<file path="src/rtl/mem_arbiter.sv">
`default_nettype none
// ============================================================================
//  Module      : mem_arbiter
//  Description : Two-requester round-robin arbiter in front of a single
//                memory controller port. Latches the winner's op/address,
//                routes read beats back, counts beats, and aborts stalled
//                transactions with a watchdog.
//  Revision    : 1.0 - initial release
// ============================================================================
module mem_arbiter #(
  parameter int TIMEOUT_CYCLES = 1024,
  parameter int LINE_BEATS     = 16
) (
  input  logic        clk,
  input  logic        rst,

  input  logic [1:0]  r0_op,
  input  logic [63:0] r0_addr,
  input  logic [31:0] r0_wdata,
  output logic        r0_gnt,
  output logic        r0_rd_valid,
  output logic        r0_done,
  output logic        r0_err,

  input  logic [1:0]  r1_op,
  input  logic [63:0] r1_addr,
  input  logic [31:0] r1_wdata,
  output logic        r1_gnt,
  output logic        r1_rd_valid,
  output logic        r1_done,
  output logic        r1_err,

  output logic [31:0] rd_data,

  output logic [1:0]  m_op,
  output logic [63:0] m_addr,
  output logic [31:0] m_wdata,
  input  logic        m_tx_done,
  input  logic        m_rd_valid,
  input  logic [31:0] m_rdata,

  output logic [4:0]  beat_count
);

  localparam int              WD_W     = $clog2(TIMEOUT_CYCLES) + 1;
  // Abort fires on the edge where the watchdog would reach this value,
  // so a stalled transaction spends TIMEOUT_CYCLES-1 cycles in BUSY.
  localparam logic [WD_W-1:0] WD_LAST  = WD_W'(TIMEOUT_CYCLES - 1);
  localparam logic [4:0]      BEAT_MAX = 5'(LINE_BEATS);

  typedef enum logic [1:0] {
    IDLE = 2'd0,
    BUSY = 2'd1,
    TURN = 2'd2
  } state_t;

  state_t          state;
  logic            owner;     // 0: requester 0 owns the port, 1: requester 1
  logic            last_gnt;  // owner of the most recently finished transaction
  logic [WD_W-1:0] wdog;

  logic            req0;
  logic            req1;
  logic            pick;
  logic            busy;
  logic [WD_W-1:0] wdog_inc;
  logic            timeout;

  // Ops 01 and 11 are requests; 00 (NOP) and 10 (reserved) are not.
  assign req0 = r0_op[0];
  assign req1 = r1_op[0];

  // On contention the requester that did not go last wins.
  assign pick = (req0 && req1) ? ~last_gnt : req1;

  assign busy     = (state == BUSY);
  assign wdog_inc = wdog + 1'b1;
  assign timeout  = (wdog_inc == WD_LAST);

  // Datapath steering: write beat follows the owner live, read beats fan out.
  always_comb begin
    m_wdata     = '0;
    r0_rd_valid = 1'b0;
    r1_rd_valid = 1'b0;
    rd_data     = m_rdata;
    if (busy) begin
      m_wdata     = owner ? r1_wdata : r0_wdata;
      r0_rd_valid = m_rd_valid && !owner;
      r1_rd_valid = m_rd_valid &&  owner;
    end
  end

  // Arbitration FSM with registered grant, command, done and error outputs.
  always_ff @(posedge clk) begin
    if (rst) begin
      state      <= IDLE;
      owner      <= 1'b0;
      last_gnt   <= 1'b1;
      wdog       <= '0;
      beat_count <= '0;
      r0_gnt     <= 1'b0;
      r1_gnt     <= 1'b0;
      r0_done    <= 1'b0;
      r1_done    <= 1'b0;
      r0_err     <= 1'b0;
      r1_err     <= 1'b0;
      m_op       <= 2'b00;
      m_addr     <= '0;
    end else begin
      r0_done <= 1'b0;
      r1_done <= 1'b0;
      r0_err  <= 1'b0;
      r1_err  <= 1'b0;

      case (state)
        IDLE: begin
          if (req0 || req1) begin
            state      <= BUSY;
            owner      <= pick;
            m_op       <= pick ? r1_op   : r0_op;
            m_addr     <= pick ? r1_addr : r0_addr;
            r0_gnt     <= ~pick;
            r1_gnt     <=  pick;
            wdog       <= '0;
            beat_count <= '0;
          end
        end

        BUSY: begin
          wdog <= wdog_inc;
          if (m_rd_valid && (beat_count != BEAT_MAX)) begin
            beat_count <= beat_count + 5'd1;
          end
          // Completion takes priority over a coincident watchdog expiry.
          if (m_tx_done || timeout) begin
            state    <= TURN;
            last_gnt <= owner;
            r0_gnt   <= 1'b0;
            r1_gnt   <= 1'b0;
            m_op     <= 2'b00;
            m_addr   <= '0;
            if (m_tx_done) begin
              r0_done <= ~owner;
              r1_done <=  owner;
            end else begin
              r0_err  <= ~owner;
              r1_err  <=  owner;
            end
          end
        end

        TURN: begin
          state <= IDLE;
        end

        default: begin
          state <= IDLE;
        end
      endcase
    end
  end

endmodule
`default_nettype wire

</file>
<file path="config.mk">
export PLATFORM = sky130hd
export DESIGN_NAME = mem_arbiter
export DESIGN_NICKNAME = d
export VERILOG_FILES = /design/src/rtl/mem_arbiter.sv
export SDC_FILE = /design/constraint.sdc
export NUM_CORES = 1
export LEC_CHECK = 0
export BUFFER_PORTS_ARGS = -buffer_cell sky130_fd_sc_hd__buf_2
export CORE_AREA = 5 5 143 145
export CTS_BUF_LIST = sky130_fd_sc_hd__clkbuf_8
export DETAILED_ROUTE_END_ITERATION = 10
export DIE_AREA = 0 0 148 150
export PLACE_DENSITY_LB_ADDON = 0.3
export SLEW_MARGIN = 20
export SYNTH_ARGS = -nofsm -noshare
export SYNTH_HDL_FRONTEND = slang
export SYNTH_SLANG_ARGS = --single-unit
</file>
<file path="constraint.sdc">
create_clock -name clk -period 2.8 [get_ports clk]
set_input_delay 0.28 -clock clk [delete_from_list [all_inputs] [get_ports clk]]
set_output_delay 0.28 -clock clk [all_outputs]
set_load 0.02 [all_outputs]
</file>
After elaboration in Yosys (flattened, before gate mapping)
Index checks and enable logic that the tools add are counted.
{"block": "op_classes", "addsub": 2, "n_eq_ne": 6, "muxes": 26, "bitwise_logic": 6, "n_reduce_logical": 17}
{"op": "$mux 64", "count": 3}
{"op": "$pmux 64 s2", "count": 1}
{"op": "$mux 32", "count": 2}
{"op": "$pmux 11 s2", "count": 1}
{"op": "$add 11x1->11 const B", "count": 1}
{"op": "$eq 11x10->1 const B", "count": 1}
{"op": "$mux 11", "count": 1}
{"op": "$mux 2", "count": 5}
{"op": "$mux 5", "count": 2}
{"op": "$pmux 5 s2", "count": 1}
{"op": "$pmux 2 s2", "count": 2}
{"op": "$reduce_and 2->1", "count": 4}
{"op": "$reduce_or 4->1", "count": 2}
{"op": "$mux 1", "count": 6}
{"op": "$not 1->1", "count": 6}
{"op": "$reduce_and 3->1", "count": 2}
{"op": "$add 5x1->5 const B", "count": 1}
{"op": "$ne 5x5->1 const B", "count": 1}
{"op": "$logic_and 1x1->1", "count": 4}
{"op": "$ne 2x1->1 const B", "count": 2}
{"op": "$pmux 1 s2", "count": 2}
{"op": "$eq 2x1->1 const B", "count": 1}
{"op": "$logic_not 2->1", "count": 1}
{"op": "$logic_or 1x1->1", "count": 2}
{"op": "other kinds (3)", "count": 3}
{"block": "word_totals", "register_bits": 92, "in_bits": 232, "output_inout_bits": 143}

Longest topological paths before layout
Gate-level depths: netlist of run 1.
{"block": "logic_depth", "depth_word": 5, "mapped_depth": 10, "ltp_nobuf": 7}

Worst setup path before layout of run 1
OpenSTA, ideal clock, no wires.
{"block": "synth_path", "path_type": "reg2reg", "from": "reg wdog[0]", "to": "reg m_addr[19]", "setup_time_ns": 0.127, "arrival_ns": 2.185, "t_required_ns": 2.673, "slack_ns": 0.488, "path_stages_with_launch": 11, "cell_sequence": "dfxtp_1 -> ha_1 -> clkbuf_1 -> nand3_1 -> xor2_1 -> a211oi_1 -> a41oi_2 -> o21ba_1 -> buf_6 -> buf_6 -> o2bb2ai_1"}
{"block": "synth_via", "elab_chain_len": 5}
{"element": "from (decl)", "line": "60", "source": "logic [WD_W-1:0] wdog;"}
{"element": "from (signal assigned)", "line": "130", "source": "wdog <= wdog_inc;"}
{"element": "$add 11x1->11", "line": "77", "source": "assign wdog_inc = wdog + 1'b1;"}
{"element": "$eq 11x10->1", "line": "78", "source": "assign timeout = (wdog_inc == WD_LAST);"}
{"element": "$logic_or 1x1->1", "line": "135", "source": "if (m_tx_done || timeout) begin"}
{"element": "$ne 2x1->1 (no source line)"}
{"element": "$reduce_and 3->1 (no source line)"}
{"element": "to (signal assigned)", "line": "121", "source": "m_addr <= pick ? r1_addr : r0_addr;"}
{"element": "to (decl)", "line": "36", "source": "output logic [63:0] m_addr,"}
No other way between the ends.
A chain may end at the register's enable or synchronous reset.

Worst setup path after layout of run 1
{"block": "layout_path", "from": "reg wdog[0]", "to": "reg m_addr[11]"}
Same word-level chain as after synthesis.

==> metrics.cfg, run 1 <==
[status]
status=complete, no violations

[final_layout]
area_growth_pct=37.0
final_net_count=990
fin_util_pct=34.1
drive_gt1_share_pct=45.8

[pwr]
comb_power_share_pct=28.5
internal-power_mw=2.14
p_clk_share_pct=26.6
p_per_area_nw_per_um2=507
net-switching-power_mw=1.15
p_seq_share_pct=44.9
peakVddDrop_mv=0.284
power.leakage_nw=3.04
sw_frac_of_total_pct=35.0

[yosys]
synthArstFlopShare_pct=0
synth-adder-area-share_pct=1.06
synthCells=491
syn_area_um2=4740
synth_xor_area_share_pct=0.923
synthSimpleGateAreaFrac_pct=10.9
synth_enable_flop_cells=0
avgSynthCellArea_um2=9.66
synth_compound_area_share_pct=18.1
yosys_most_used_dff=dfxtp_1
syn-num-nets=727
muxShareOfSynthArea_pct=20.7
synth_top_family_by_area=multiplexers
yosysSeqAreaShare_pct=38.8
synth_seq_cells=92
yosys.cell_types.count=49
ys_warn_count=0

[worst_hold_path]
hp-class=in -> reg

[clocking]
cts_tree=done
clkLatencyLatePin_ns=0.38
ctsLongestPathBuffers=2
ctsResizeCount=0
path_clk_slew_ns=0.11
cts-buffers-inserted=9
ctsHtreeMaxLevel=3
post_cts.repair.setup_buffers=0
root_buffer=clkbuf_8
cts_sinks=92
holdBufCountCts=0

[setup_path]
crit_required_ns=3.06
start_kind=flip-flop
cp_cell_sequence=ha_1 > nand3_1 > o31a_1 > a211oi_2 > a41oi_2 > o21ba_2 > buf_12 > o2bb2ai_1
critPathMaxStageDelay_ns=0.46
end_kind=flip-flop
arrival_ns=2.84
worstSetupPathType=reg -> reg
cp_slowest_cell=dfxtp_1
cp_max_fo=65

[die]
fp.coreArea_um2=19100
die_w_um=148
floorplan.initialDensity_pct=24.9
io_pins=375
rows=51
dieHeight_um=150
dieArea_um2=22200

[detailed_routing]
first_pass_iters=4
post_drt_wl_per_cell_um=16.3
avgViaCountPerCell=4.52
vias=4507
routed_wl_um=16300
drc=0
antenna_left=0
drt-initial-drc-count=140

[global_routing]
antenna_found_initial=3
grt_remaining_overflow=0
grt_start_max_net_pins=67
grt_pass1_vias=4597
grt_pass1_wl_um=24600
grt_usage_pct=14.1

[timing]
drv_slew=0
skew_ns=0.0165
worstMarginPinSlew_ns=0.620
fmax_ghz=0.387
maxSlewHeadroom_pct=58.5
hold_viol_final=0
rsz0062_at_grt=false
tns_ns=0
period_share_pct=92.2
setup_viol=0
finalCriticalPeriod_ns=2.58

[flow_run]
max_cap_violations=0

[placed_design]
hpwl_um=12800
port_buffers=310
place.gp.congestion=0.820

-- final cells by class --
| cell class | count | area [µm²] |
|---|---|---|
| diodes | 1 | 2.50 |
| clock inverters | 7 | 62.6 |
| clock buffers | 9 | 124 |
| flip-flops and latches | 92 | 1840 |
| well taps | 238 | 298 |
| repair buffers | 323 | 1690 |
| inverters | 4 | 15.0 |
| fillers | 1973 | 12600 |
| multi-input cells | 324 | 2470 |
-- cells in the mapped netlist, drive strengths merged, types with 2 or more instances --
master,number,area [µm²]
nand4,5,46.3
clkbuf,28,105
o2bb2ai,65,569
xor2,4,35.0
buf,43,329
a21oi,18,90.1
nor2,57,214
or4,3,26.3
nand2,12,45.0
a31oi,3,18.8
ha,4,50.1
nand3b,2,15.0
nor3,2,10.0
or3,2,12.5
and2,3,18.8
nand3,6,30.0
o21ai,11,55.1
nand2b,4,25.0
dfxtp,92,1840
and3,3,18.8
mux2i,98,981
o31ai,2,15.0
inv,4,15.0
a211oi,2,20.0
-- placed cells by master, fill, tap and decap left out, types with 9 or more instances in the layout --
master	synthesis	layout
a21oi_1	18	18
buf_2	2	310
nor2_1	57	57
dfxtp_1	92	91
o21ai_0	10	10
buf_4	32	10
o2bb2ai_1	65	65
mux2i_1	98	98
nand2_1	12	12
clkbuf_8	0	9
-- worst paths after layout --
kind	cells after the start	to	slack, ns	from
min	3	m_addr[53]	0.16	r0_addr[53]
max	8	m_addr[11]	0.22	wdog[0]
min reg2reg	1	m_addr[13]	0.47	m_addr[13]
max reg2reg	8	m_addr[11]	0.22	wdog[0]
-- kinds of logic after synthesis --
group,Yosys count
compound gates,111
xor+xnor,5
fa+ha+maj,4
buf+inv,75
flops,92
mux,98
simple gates,106
-- critical path, delay by kind of cell, from the launching register on --
| kind | cells | cell delay (ns) |
|---|---|---|
| AOI/OAI and AO/OA | 5 | 1.27 |
| DFF | 1 | 0.46 |
| buffers and inverters | 1 | 0.18 |
| adders and majority gates | 1 | 0.33 |
| and+or+nand+nor | 1 | 0.15 |
-- per-stage QoR --
stage | total power, mW | worst slack (ns) | instances | hold WS, ns | area (µm²)
after global routing | 3.50 | 0.0411 | 997 | 0.138 | 6500
after CTS | 3.36 | 0.287 | 997 | 0.130 | 6500
after detailed placement | 2.46 | 0.302 | 981 | 0.441 | 6310
after floorplan | 2.13 | 0.488 | 491 | 0.403 | 4740
after global placement | 2.47 | 0.370 | 981 | 0.441 | 6310
final | 3.30 | 0.219 | 998 | 0.158 | 6500
-- state kept, by name (all words and copies together) (netlist names) --
name        cells
beat_count      5
last_gnt        1
m_addr         64
m_op            2
owner           1
r0_done         1
r0_err          1
r0_gnt          1
r1_done         1
r1_err          1
r1_gnt          1
state           2
wdog           11
-- power by group through the flow --
| stage | Sequential [mW] | Combinational [mW] | Clock, mW |
|---|---|---|---|
| 2_1_floorplan | 1.64 | 0.494 | 0 |
| 3_3_place_gp | 1.51 | 0.955 | 0 |
| 3_5_place_dp | 1.51 | 0.956 | 0 |
| 4_1_cts | 1.48 | 0.957 | 0.918 |
| 5_1_grt | 1.50 | 1.02 | 0.975 |
| 6_report | 1.48 | 0.940 | 0.876 |
-- metal layers --
layer	vias up	share of wire (%)	GRT usage (%)
met5	-	0.13	0
met4	4	1.4	4.90
met3	32	8.5	5.03
met2	168	50	24.6
met1	2014	40	15.9
li1	2289	-	-
(Power assumes the default switching activity.)
==> run 2, diff against run 1 <==
--- a/config.mk
+++ b/config.mk
@@ -5,11 +5,11 @@
 export SDC_FILE = /design/constraint.sdc
 export NUM_CORES = 1
 export LEC_CHECK = 0
-export BUFFER_PORTS_ARGS = -buffer_cell sky130_fd_sc_hd__buf_2
-export CORE_AREA = 5 5 143 145
+export CORE_AREA = 5 5 141 143
 export CTS_BUF_LIST = sky130_fd_sc_hd__clkbuf_8
 export DETAILED_ROUTE_END_ITERATION = 10
-export DIE_AREA = 0 0 148 150
+export DIE_AREA = 0 0 146 148
+export DONT_BUFFER_PORTS = 1
 export PLACE_DENSITY_LB_ADDON = 0.3
 export SLEW_MARGIN = 20
 export SYNTH_ARGS = -nofsm -noshare
==> metrics.cfg, run 2 (synthesized netlist as in run 1, its figures left out) <==
[detailed_routing]
routed_wl_um=14900  ; -8.7%
post_drt_wl_per_cell_um=21.8  ; +34%
first_pass_iters=4  ; unchanged
antenna_left=0  ; unchanged
drt-initial-drc-count=218  ; +56%
avgViaCountPerCell=5.23  ; +16%
vias=3562  ; -21%
drc=0  ; unchanged

[setup_path]
reg2reg_depth=7  ; -1
start_kind=flip-flop
r2r_setup_slack_ns=0.16  ; -0.05 ns
critPathMaxStageDelay_ns=0.56  ; +0.10 ns
cp_cell_sequence=nand4_4 > or4_4 > a211oi_2 > a41oi_2 > o21ba_2 > buf_12 > o2bb2ai_1
cp_max_fo=65  ; unchanged
crit_required_ns=3.05  ; about the same
worstSetupPathType=reg -> reg
timing.rr.start=wdog[3]
cp_slowest_cell=or4_4
arrival_ns=2.89  ; +0.05 ns
critical-path-top-delay-family=compound AO/OA/AOI/OAI gates
end_kind=flip-flop
r2r_end=m_addr[62]
cp.buffers_inverters=1  ; unchanged

[global_routing]
grt_pass1_wl_um=21900  ; -11%
grt_start_max_net_pins=68  ; +1.5%
grt_remaining_overflow=0  ; unchanged
grt_usage_pct=12.9  ; -1.2 points
grt_pass1_vias=3709  ; -19%
antenna_found_initial=1  ; -2

[clocking]
cts_sinks=92  ; unchanged
cts-buffers-inserted=9  ; unchanged
path_clk_slew_ns=0.11  ; about the same
cts_tree=done
ctsHtreeMaxLevel=3  ; unchanged
post_cts.repair.setup_buffers=0  ; unchanged
root_buffer=clkbuf_8
ctsLongestPathBuffers=2  ; unchanged
clkLatencyLatePin_ns=0.38  ; about the same

[placed_design]
hpwl_um=11400  ; -11%
place_inst=664  ; -32%
port_buffers=0  ; -100%
pre_cts_ws_ns=0.225  ; -0.0772 ns
place.gp.congestion=0.879  ; +7.2%

[final_layout]
n_antenna_cell=0  ; -1
most-common-layout-cells=98 x mux2i_1, 91 x dfxtp_1, 65 x o2bb2ai_1, 57 x nor2_1, 18 x a21oi_1
layoutNonFillerInstCount=681  ; -32%
drive_gt1_share_pct=8.28  ; -38 points
nFillCells=1933  ; -2.0%
fin_util_pct=26.7  ; -7.4 points
top_regs=m_addr x64, wdog x11, beat_count x5
area_growth_pct=3.82
final_net_count=678  ; -32%
regMostFlops=m_addr
largest_reg_flops=64  ; unchanged
final_common_cell=mux2i_1

[pwr]
p_per_area_nw_per_um2=613  ; +21%
power.leakage_nw=1.65  ; -46%
total_power_mw=3.02  ; -8.4%
peakVddDrop_mv=0.238  ; -16%

[timing]
finalCriticalPeriod_ns=2.64  ; +0.0547 ns
fin_ws_ns=0.164  ; -0.0547 ns
tns_ns=0  ; unchanged
rsz0062_at_grt=false
period_share_pct=94.1  ; +2.0 points
hold_viol_final=0  ; unchanged
drv_slew=0  ; unchanged
worstMarginPinSlew_ns=0.828  ; +0.208 ns
fmax_ghz=0.379  ; -2.1%
maxSlewHeadroom_pct=44.8  ; -14 points
setup_viol=0  ; unchanged
skew_ns=0.0162  ; -0.000343 ns

[worst_hold_path]
hp-class=in -> reg
hold_path_end=r1_done
min_from=m_tx_done
min_path_cells=1  ; -2

[die]
io_pins=375  ; unchanged
dieHeight_um=148  ; -1.3%
dieArea_um2=21600  ; -2.7%
fp.coreArea_um2=18500  ; -3.3%
die_w_um=146  ; -1.4%
rows=50  ; -2.0%
floorplan.initialDensity_pct=25.7  ; +0.84 points

[flow_run]
max_cap_violations=0  ; unchanged

[status]
status=complete, no violations

run 2: cell types whose count changed in the layout (fill, tap and decap cells not counted), sizes merged:
cell,before,now
inv,9,5
clkinv,2,3
buf,323,10
clkinvlp,0,3
diode,1,0
dlygate4sd3,0,1
run 2: cell type report:
class | instances | area (µm²) | area share (%)
clock buffers | 9 | 124 | 2.52
well taps | 234 | 293 | 5.95
inverters | 4 | 15.0 | 0.305
repair buffers | 11 | 110 | 2.24
flip-flops and latches | 92 | 1840 | 37.4
multi-input cells | 324 | 2480 | 50.3
clock inverters | 7 | 63.8 | 1.30
run 2: power breakdown:
group	internal (mW)	switching, mW	leakage (nW)
registers	1.42	0.227	0.756
logic	0.184	0.313	0.808
clock network	0.336	0.539	0.0861
run 2: worst register-to-register path, cell delays in order (launching register included):
cell	delay, ns
dfxtp_1	0.55
nand4_4	0.20
or4_4	0.57
a211oi_2	0.29
a41oi_2	0.21
o21ba_2	0.27
buf_12	0.18
o2bb2ai_1	0.24
run 2: worst max-delay path by stage:
stage,startpoint,end,slack [ns],cells past startpoint
3_3_place_gp,wdog[3],m_addr[2],0.29,7
2_1_floorplan,wdog[0],m_addr[19],0.49,10
3_5_place_dp,wdog[0],m_addr[42],0.23,8
5_1_grt,wdog[2],m_addr[6],0.05,7
4_1_cts,wdog[0],m_addr[42],0.19,8
6_report,wdog[3],m_addr[62],0.16,7
run 2: timing repair:
item | CTS | global route
hold buffers | 1 | 0
hold endpoints to repair | 19 | 0
resized for setup | 0 | 2
setup endpoints to repair | 0 | 65
run 2: metal layers:
| layer | up-vias | part of all wire, % | track usage, % |
|---|---|---|---|
| li1 | 1661 | - | - |
| met1 | 1649 | 37 | 14.0 |
| met2 | 206 | 50 | 22.0 |
| met3 | 44 | 12 | 5.98 |
| met4 | 2 | 2.1 | 4.75 |
| met5 | - | 0.087 | 0 |
run 2: stage by stage:
| stage | hold slack (ns) | area, µm² |
|---|---|---|
| 2_1_floorplan | 0.403 | 4740 |
| 3_3_place_gp | 0.354 | 4720 |
| 3_5_place_dp | 0.355 | 4720 |
| 4_1_cts | 0.00995 | 4920 |
| 5_1_grt | 0.0132 | 4920 |
| 6_report | 0.0551 | 4920 |
==> run 3, diff against run 2 <==
--- a/config.mk
+++ b/config.mk
@@ -5,10 +5,12 @@
 export SDC_FILE = /design/constraint.sdc
 export NUM_CORES = 1
 export LEC_CHECK = 0
-export CORE_AREA = 5 5 141 143
+export CELL_PAD_IN_SITES_DETAIL_PLACEMENT = 1
+export CELL_PAD_IN_SITES_GLOBAL_PLACEMENT = 2
+export CORE_AREA = 5 5 143 145
 export CTS_BUF_LIST = sky130_fd_sc_hd__clkbuf_8
 export DETAILED_ROUTE_END_ITERATION = 10
-export DIE_AREA = 0 0 146 148
+export DIE_AREA = 0 0 148 150
 export DONT_BUFFER_PORTS = 1
 export PLACE_DENSITY_LB_ADDON = 0.3
 export SLEW_MARGIN = 20
==> metrics.cfg, run 3 (synthesized netlist as in run 1, its figures left out) <==
[status]
status=complete, no violations

[setup_path]
arrival_ns=2.80  ; -0.09 ns
worstSetupPathType=reg -> reg
start_kind=flip-flop
cp_max_fo=65  ; unchanged
crit_required_ns=3.04  ; about the same
end_kind=flip-flop
r2r_setup_slack_ns=0.24  ; +0.08 ns

[detailed_routing]
drc=0  ; unchanged
first_pass_iters=4  ; unchanged
antenna_left=0  ; unchanged
avgViaCountPerCell=5.15  ; -1.5%
drt-initial-drc-count=162  ; -26%
vias=3543  ; -0.53%
post_drt_wl_per_cell_um=22.5  ; +3.0%
routed_wl_um=15500  ; +4.0%

[global_routing]
grt_start_max_net_pins=66  ; -2.9%
grt_usage_pct=13.2  ; +0.35 points
antenna_found_initial=0  ; -1
grt_remaining_overflow=0  ; unchanged
grt_pass1_wl_um=22900  ; +4.7%
grt_pass1_vias=3838  ; +3.5%

[pwr]
total_power_mw=3.05  ; +1.1%
power.leakage_nw=1.68  ; +2.0%
peakVddDrop_mv=0.208  ; -13%
p_per_area_nw_per_um2=617  ; +0.64%

[final_layout]
regMostFlops=m_addr
most-common-layout-cells=98 x mux2i_1, 91 x dfxtp_1, 65 x o2bb2ai_1, 57 x nor2_1, 18 x a21oi_1
final_common_cell=mux2i_1
fin_util_pct=25.9  ; -0.75 points
largest_reg_flops=64  ; unchanged
final_area_um2=4950  ; +0.48%
final_net_count=681  ; +0.44%
top_regs=m_addr x64, wdog x11, beat_count x5
area_growth_pct=4.33
n_antenna_cell=0  ; unchanged
drive_gt1_share_pct=8.44  ; +0.17 points

[timing]
hold_viol_final=0  ; unchanged
fin_ws_ns=0.240  ; +0.0759 ns
drv_slew=0  ; unchanged
skew_ns=0.0170  ; +0.000854 ns
setup_viol=0  ; unchanged
period_share_pct=91.4  ; -2.7 points
rsz0062_at_grt=false
worstMarginPinSlew_ns=0.969  ; +0.140 ns
fmax_ghz=0.391  ; +3.0%
maxSlewHeadroom_pct=35.4  ; -9.4 points
tns_ns=0  ; unchanged
finalCriticalPeriod_ns=2.56  ; -0.0759 ns

[worst_hold_path]
hp-class=in -> reg

[die]
rows=51  ; +2.0%
dieArea_um2=22200  ; +2.7%
dieHeight_um=150  ; +1.4%
io_pins=375  ; unchanged
floorplan.initialDensity_pct=24.9  ; -0.84 points
die_w_um=148  ; +1.4%
fp.coreArea_um2=19100  ; +3.4%

[clocking]
ctsHtreeMaxLevel=3  ; unchanged
cts_sinks=92  ; unchanged
cts-buffers-inserted=9  ; unchanged
ctsResizeCount=0  ; unchanged
cts_tree=done
path_clk_slew_ns=0.11  ; about the same
clkLatencyLatePin_ns=0.38  ; about the same
root_buffer=clkbuf_8
ctsLongestPathBuffers=2  ; unchanged

[placed_design]
place.gp.congestion=0.735  ; -16%
postPlaceCellArea_um2=4750  ; +0.58%
port_buffers=0  ; unchanged
pre_cts_ws_ns=0.241  ; +0.0159 ns
hpwl_um=11900  ; +4.3%

[flow_run]
max_cap_violations=0  ; unchanged

run 3: power by group:
group	leakage, nW	internal (mW)	total (mW)	switching (mW)
Sequential	0.756	1.42	1.65	0.233
Combinational	0.827	0.189	0.506	0.317
Clock	0.0993	0.346	0.894	0.548
run 3: per-stage QoR:
step,hold slack [ns],std cells
2_1_floorplan,0.403,491
3_3_place_gp,0.356,671
3_5_place_dp,0.362,671
4_1_cts,0.0316,688
5_1_grt,0.0355,688
6_report,0.0674,688
run 3: path summary, 6_finish.rpt:
check / cells after the start / to / from
max: 8 / m_addr[39] / wdog[0]
max reg2reg: 8 / m_addr[39] / wdog[0]
min reg2reg: 2 / wdog[10] / wdog[10]
min: 2 / m_addr[49] / r0_addr[49]
run 3: routing by layer:
layer  track usage (%)  vias up  part of all wire [%]
li1                  -     1665                     -
met1              14.4     1677                    37
met2              23.5      185                    52
met3              5.84       16                   9.9
met4              3.23        0                   1.0
met5                 0        -                     0
run 3: layout make-up:
cell class | count | area, µm²
Multi-Input combinational cell | 324 | 2470
Sequential cell | 92 | 1840
Inverter | 4 | 15.0
Clock buffer | 9 | 124
Fill cell | 2161 | 14100
Clock inverter | 7 | 67.6
Tap cell | 238 | 298
Timing Repair Buffer | 14 | 133
run 3: worst max-delay path, cell delays in order (launching register included):
cell and delay [ns]:
dfxtp_1 0.46, ha_1 0.33, nand3_1 0.18, xor2_1 0.18, a211oi_1 0.38, a41oi_2 0.21
o21ba_2 0.25, buf_12 0.17, o2bb2ai_1 0.19
run 3: timing repair:
| item | 4_1_cts | 5_1_grt |
|---|---|---|
| hold buffers | 1 | 0 |
| endpoints found under the setup margin | 0 | 0 |
| setup buffers | 0 | 0 |
| hold endpoints to repair | 19 | 0 |
